File: config.mk
export PLATFORM = sky130hd
export DESIGN_NAME = ampl_peak
export DESIGN_NICKNAME = d
export VERILOG_FILES = /design/src/rtl/ampl_peak.sv
export SDC_FILE = /design/constraint.sdc
export NUM_CORES = 2
export LEC_CHECK = 0
export BUFFER_PORTS_ARGS = -buffer_cell sky130_fd_sc_hd__buf_4
export CAP_MARGIN = 25
export CORE_ASPECT_RATIO = 1.25
export CORE_MARGIN = 1
export CORE_UTILIZATION = 30
export DETAILED_ROUTE_END_ITERATION = 10
export SYNTH_ARGS = -nofsm -noshare
export SYNTH_HDL_FRONTEND = slang
export SYNTH_SLANG_ARGS = --single-unit
File: constraint.sdc
create_clock -name clk -period 8.38 [get_ports clk]
set_input_delay 0.419 -clock clk [delete_from_list [all_inputs] [get_ports clk]]
set_output_delay 0.419 -clock clk [all_outputs]
set_load 0.01 [all_outputs]
File: src/rtl/ampl_peak.sv
// ampl_peak: complex-bin power or integer magnitude, with per-frame bin index and peak tracking.
module ampl_peak #(
  parameter int W = 16,
  parameter int FRAME_LOG2 = 8
) (
  input  logic                  clk,
  input  logic                  n_reset,
  input  logic                  start,
  input  logic [W-1:0]          x,
  input  logic [W-1:0]          y,
  input  logic                  mode,
  input  logic                  frame_clr,
  output logic [2*W-1:0]        result,
  output logic                  done,
  output logic [FRAME_LOG2-1:0] bin_idx,
  output logic [2*W-1:0]        peak_val,
  output logic [FRAME_LOG2-1:0] peak_idx,
  output logic                  frame_done
);
  typedef enum logic [2:0] {IDLE, SQR, ADD, ROOT, FIN} state_t;
  localparam int CW = $clog2(W + 1);
  state_t state_q, state_d;
  logic [W-1:0] x_q, x_d, y_q, y_d, root_q, root_d;
  logic mode_q, mode_d, frame_done_q, frame_done_d;
  logic [2*W-1:0] sqx_q, sqx_d, sqy_q, sqy_d, rad_q, rad_d;
  logic [2*W-1:0] result_q, result_d, peak_val_q, peak_val_d, res_val;
  logic [W+1:0] rem_q, rem_d, rem_sh, trial;
  logic [CW-1:0] cnt_q, cnt_d;
  logic [FRAME_LOG2-1:0] bin_q, bin_d, bin_idx_q, bin_idx_d, peak_idx_q, peak_idx_d, bin_cur;
  logic signed [2*W-1:0] xe, ye;
  always_comb begin
    state_d = state_q;
    x_d = x_q;
    y_d = y_q;
    mode_d = mode_q;
    sqx_d = sqx_q;
    sqy_d = sqy_q;
    rad_d = rad_q;
    rem_d = rem_q;
    root_d = root_q;
    cnt_d = cnt_q;
    result_d = result_q;
    bin_d = bin_q;
    bin_idx_d = bin_idx_q;
    peak_val_d = peak_val_q;
    peak_idx_d = peak_idx_q;
    frame_done_d = 1'b0;
    xe = $signed(x_q);
    ye = $signed(y_q);
    // radicand is consumed two bits per cycle from its top end
    rem_sh = (rem_q << 2) | (W+2)'(rad_q[2*W-1 -: 2]);
    trial = {root_q, 2'b01};
    res_val = mode_q ? rad_q : {{W{1'b0}}, root_q};
    bin_cur = frame_clr ? '0 : bin_q;
    if (frame_clr) begin
      bin_d = '0;
      peak_val_d = '0;
      peak_idx_d = '0;
    end
    case (state_q)
      IDLE: if (start) begin
        x_d = x;
        y_d = y;
        mode_d = mode;
        state_d = SQR;
      end
      SQR: begin
        sqx_d = xe * xe;
        sqy_d = ye * ye;
        state_d = ADD;
      end
      ADD: begin
        rad_d = sqx_q + sqy_q;
        rem_d = '0;
        root_d = '0;
        cnt_d = '0;
        state_d = mode_q ? FIN : ROOT;
      end
      ROOT: begin
        rad_d = rad_q << 2;
        rem_d = rem_sh >= trial ? rem_sh - trial : rem_sh;
        root_d = {root_q[W-2:0], rem_sh >= trial};
        cnt_d = cnt_q + 1'b1;
        state_d = cnt_q == CW'(W - 1) ? FIN : ROOT;
      end
      FIN: begin
        // a same-edge frame_clr forces this result to bin 0, so it seeds the peak
        result_d = res_val;
        bin_idx_d = bin_cur;
        bin_d = bin_cur + 1'b1;
        if (bin_cur == '0 || res_val > peak_val_q) begin
          peak_val_d = res_val;
          peak_idx_d = bin_cur;
        end
        frame_done_d = &bin_cur;
        state_d = IDLE;
      end
      default: state_d = IDLE;
    endcase
  end
  always_ff @(posedge clk or negedge n_reset)
    if (!n_reset) begin
      state_q <= IDLE;
      x_q <= '0;
      y_q <= '0;
      mode_q <= 1'b0;
      sqx_q <= '0;
      sqy_q <= '0;
      rad_q <= '0;
      rem_q <= '0;
      root_q <= '0;
      cnt_q <= '0;
      result_q <= '0;
      bin_q <= '0;
      bin_idx_q <= '0;
      peak_val_q <= '0;
      peak_idx_q <= '0;
      frame_done_q <= 1'b0;
    end else begin
      state_q <= state_d;
      x_q <= x_d;
      y_q <= y_d;
      mode_q <= mode_d;
      sqx_q <= sqx_d;
      sqy_q <= sqy_d;
      rad_q <= rad_d;
      rem_q <= rem_d;
      root_q <= root_d;
      cnt_q <= cnt_d;
      result_q <= result_d;
      bin_q <= bin_d;
      bin_idx_q <= bin_idx_d;
      peak_val_q <= peak_val_d;
      peak_idx_q <= peak_idx_d;
      frame_done_q <= frame_done_d;
    end
  assign result = result_q;
  assign done = state_q == IDLE;
  assign bin_idx = bin_idx_q;
  assign peak_val = peak_val_q;
  assign peak_idx = peak_idx_q;
  assign frame_done = frame_done_q;
endmodule

# Word level (Yosys, flattened, before mapping)
# Cells that the tools add are included.
# op_classes
mul,2
addsub,4
mux,19
n_shift,0
n_reduce_logical,6
order_cmp,2
n_eq_ne,6
bitwise_logic,1
n_div,0
# op_table
op,count
2-to-1 mux 32 bit,4
multiplier 16 x 16 -> 32 bit,2
one-hot mux 16 bit (2 select lines),2
one-hot mux 32 bit (2 select lines),1
2-to-1 mux 8 bit,5
adder 32 bit,1
greater-than comparator 32 bit,1
greater-or-equal comparator 18 bit,1
bitwise OR 18 x 2 -> 18 bit,1
2-to-1 mux 16 bit,1
subtractor 16 bit,1
one-hot mux 3 bit (4 select lines),1
one-hot mux 5 bit (2 select lines),1
2-to-1 mux 3 bit,3
adder 8 x 1 -> 8 bit (second input constant),1
zero test 8 bit,1
AND reduction 8 bit,1
== test 3 x 2 -> 1 bit (second input constant),2
adder 5 x 1 -> 5 bit (second input constant),1
== test 5 x 4 -> 1 bit (second input constant),1
== test 3 x 1 -> 1 bit (second input constant),1
== test 3 bit (second input constant),1
zero test 3 bit,1
inequality test 2 bit (second input constant),1
other kinds (4),4
# word_totals
out_inout_bits,82
elab_cells,56
rom_bits,0
ramBits,0
mem_count,0
latch_bits,0
reg_bits,258
inputBits,37

# Longest topological paths before layout
# logic_depth
word_depth,5
depth_mapped,24
ltp_nobuf,23

# Least setup slack after synthesis
# No wires, ideal clock.
# synth_timing
path_type,register to register
start,reg y_q[5]
end,reg sqy_q[29]
t_arrival_ns,6.138
period_less_slack_ns,6.234
n_path_buf,2
path_stages_with_launch,22
t_required_ns,8.285
setup_ns,0.095
slack_ns,2.146
cell_sequence,dfrtp_1 > clkbuf_1 > clkbuf_1 > nand2_1 > fa_1 > inv_1 > fa_1 > fa_1 > fa_1 > fa_1 > inv_1 > fa_1 > inv_1 > ha_1 > and3_1 > or3b_2 > nor2_1 > o211ai_1 > a21oi_1 > o31a_1 > nor3_1 > o31ai_1
# synth_between
elab_chain_cells,1
# synth_lines
element,line,text
from (decl),23,"logic [W-1:0] x_q, x_d, y_q, y_d, root_q, root_d;"
from (signal assigned),122,y_q <= y_d;
multiplier 16 x 16 -> 32 bit,69,sqy_d = ye * ye;
to (signal assigned),125,sqy_q <= sqy_d;
to (decl),25,"logic [2*W-1:0] sqx_q, sqx_d, sqy_q, sqy_d, rad_q, rad_d;"
# Every way passes these cells.
# A chain may end at the register's enable or synchronous reset.

# Worst setup path after layout
# layout_timing
start,reg y_q[3]
end,reg sqy_q[29]
# Same word-level chain as after synthesis.

==> flow_summary.yaml <==
critical_path:
  crit_path_end_kind: "flip-flop"
  ff2ff_path_depth: 19
  cp-start-kind: "flip-flop"
  arrival_ns: 7.48
  required_ns: 8.90
  startpoint: "y_q[3]"
  crit_path_end: "sqy_q[29]"
  timing_worst_setup_path_type: "flip-flop to flip-flop"
  r2r_start: "y_q[3]"
  reg2reg_to: "sqy_q[29]"
  regToRegSetupSlack_ns: 1.42
  cp_max_fo: 13
yosys:
  synth_top_area_share_pct: 29.93
  synth.largest_area_cell: "fa_1"
  synth_cells: 3400
  ys_top_cells_by_area: "fa_1 30%, dfrtp_1 20%, ha_1 11%"
  synth_cell_types: 79
  synth_top_flop_cell: "dfrtp_1"
  synthArstFlopShare_pct: 100.0
  synth-seq-cells: 256
  synth_nets: 4171
  yosysWarnings: 0
  synth_most_common_cell: "inv_1"
  syn_avg_cell_area_um2: 9.207
  syn-cell-area_mm2: 0.03130
  ys_top_cells_by_count: "725 x inv_1, 468 x fa_1, 366 x nand2_1"
  synth_edf_count: 0
  yosysSeqAreaShare_pct: 20.47
floorplanning:
  die_width_um: 290.9
  dieHeight_um: 363.1
  start_util_pct: 30.23
  core_mm2: 0.1036
  ioPinCount: 119
  dieArea_mm2: 0.1056
  rows: 132
timing:
  period_needed_ns: 6.960
  achievable-frequency_mhz: 143.7
  post-route-period-util_pct: 83.06
  setup_viol: 0
  rsz0062_at_grt: "no"
  slew_violations: 0
  tns_ns: 0
  fin_worst_skew_ns: 0.03523
  hold_viol: 0
  worst_slew_pin_slew_ns: 1.068
  relSlewSlack_pct: 28.66
place:
  globalplace.congestion: 0.8699
  hpwlAfterDp_mm: 63.18
  port_buffers: 118
drt:
  drt_iter0_drc: 1144
  routed_wl_mm: 78.04
  firstDrtPassIters: 5
  vias: 22730
  drc_errors: 0
  via_per_inst: 4.729
  ant_nets: 0
  wire_per_inst_um: 16.23
final_layout:
  regArea_mm2: 0.006407
  antenna_cells: 0
  area_growth_pct: 10.42
  final_nets: 4216
  drive_gt1_share_pct: 7.269
  fill_cells: 10641
  multi_input_area_mm2: 0.02167
grt:
  grt_max_degree: 71
  grt_use_total_pct: 15.07
  grt_antenna_before_repair: 0
  grt_pass1_wl_mm: 127.8
  globalRouteOverflowTotal: 0
  grt_pass1_vias: 24166
clock_tree:
  clkSinkCount: 256
  post_cts_buffers: 0
  htree_levels: 1
  cts-root-buf: "clkbuf_16"
  clk_pin_slew_ns: 0.07
  cts_tree: "done"
  cts-resized-gates: 0
  clock_path_buffers: 3
  cts_buffers: 29
  clk_latency_ns: 0.62
worst_hold_path:
  whs_path_depth: 2
  hp-class: "input pin to flip-flop"
flow_run:
  maxCapViolations: 0
outcome:
  outcome: "complete, no violations"
## metal layers
| metal | track usage (%) | share of wire (%) |
|---|---|---|
| met2 | 29.39 | 54 |
| met5 | 0 | 0 |
| met1 | 17.15 | 39 |
| met3 | 1.131 | 3.0 |
| met4 | 4.980 | 3.3 |
## worst max-delay path: stages (launching register included)
cell      delay, ns
dfrtp_1        0.65
inv_1          0.26
nor2_1         0.25
fa_1           0.60
fa_1           0.89
fa_1           0.54
fa_1           0.51
fa_1           0.50
inv_1          0.05
fa_1           0.47
inv_1          0.04
ha_1           0.38
and3_1         0.25
or3b_2         0.47
nor2_1         0.10
o211ai_1       0.13
a21oi_1        0.32
o31a_1         0.20
nor3_1         0.05
o31ai_1        0.22
## placed cells by master, fill, tap and decap left out, drive strengths merged, types with 7 or more instances in the layout
cell type    n
nor2b       10
clkbuf      37
mux2        17
o31ai       50
ha         266
mux2i       41
a211oi      19
dfrtp      256
o211ai       8
and2        73
o21a        30
o21ai      174
or3         12
nand3b      12
o311ai       7
nor3b       17
a31o        12
nand3       97
xor2        31
nor3        38
nor4         7
xnor2       75
fa         468
nand2b      22
buf        140
or2         11
nand4       16
and3        15
o21bai      16
nand2      366
a21o        40
inv        734
nor2       139
a21oi      129
## how the worst min path moves through the flow
stage	startpoint	endpoint	slack [ns]
CTS	y[6]	y_q[6]	0.0003
global placement	n_reset	x_q[3]	0.46
detailed placement	n_reset	x_q[3]	0.46
finish	y[6]	y_q[6]	0.03
global route	y[6]	y_q[6]	0.02
floorplan	n_reset	bin_idx[0]	0.12
## timing repair
| action | in CTS | in global routing |
|---|---|---|
| endpoints found under the setup margin | 0 | 0 |
| hold buffers | 4 | 0 |
| endpoints found under the hold margin | 68 | 0 |
## cells by family (layout without fill, tap and decap cells)
logic type | Yosys count | after routing | synth area share (%)
compound gates | 540 | 540 | 10.98
fa+ha+maj | 734 | 734 | 40.56
xor+xnor | 106 | 106 | 2.966
simple gates | 847 | 847 | 12.66
flops | 256 | 256 | 20.47
mux | 58 | 58 | 1.923
buf+inv | 859 | 926 | 10.44
## flip-flops by register name, indices dropped and copies added (netlist names)
signal / flops
bin_q: 8
cnt_q: 5
x_q: 16
rad_q: 32
y_q: 16
result: 32
bin_idx: 8
peak_val: 32
mode_q: 1
sqx_q: 31
rem_q: 16
root_q: 16
peak_idx: 8
frame_done: 1
state_q: 3
sqy_q: 31
## through the flow
stage | worst slack, ns | utilization, % | cells | hold slack (ns) | cell area, um2
6_report | 1.420 | 33.38 | 4807 | 0.03295 | 34560
3_5_place_dp | 1.446 | 32.39 | 4749 | 0.4576 | 33540
3_3_place_gp | 1.593 | 32.39 | 4749 | 0.4551 | 33540
4_1_cts | 1.409 | 33.37 | 4806 | 0.0003069 | 34550
2_1_floorplan | 2.146 | - | 3400 | 0.1234 | 31300
5_1_grt | 0.9721 | 33.38 | 4807 | 0.02076 | 34560
## cell type report
class | instances | area share [%]
multi-input combinational | 2285 | 62.69
sequential | 256 | 18.54
inverter | 729 | 7.917
tap | 1340 | 4.851
timing repair buffer | 144 | 3.189
clock buffer | 37 | 2.273
clock inverter | 16 | 0.5430
Power is left out: the tool's default activity adds up to more than one toggle a clock period on the data nets, which glitch-free logic cannot reach.
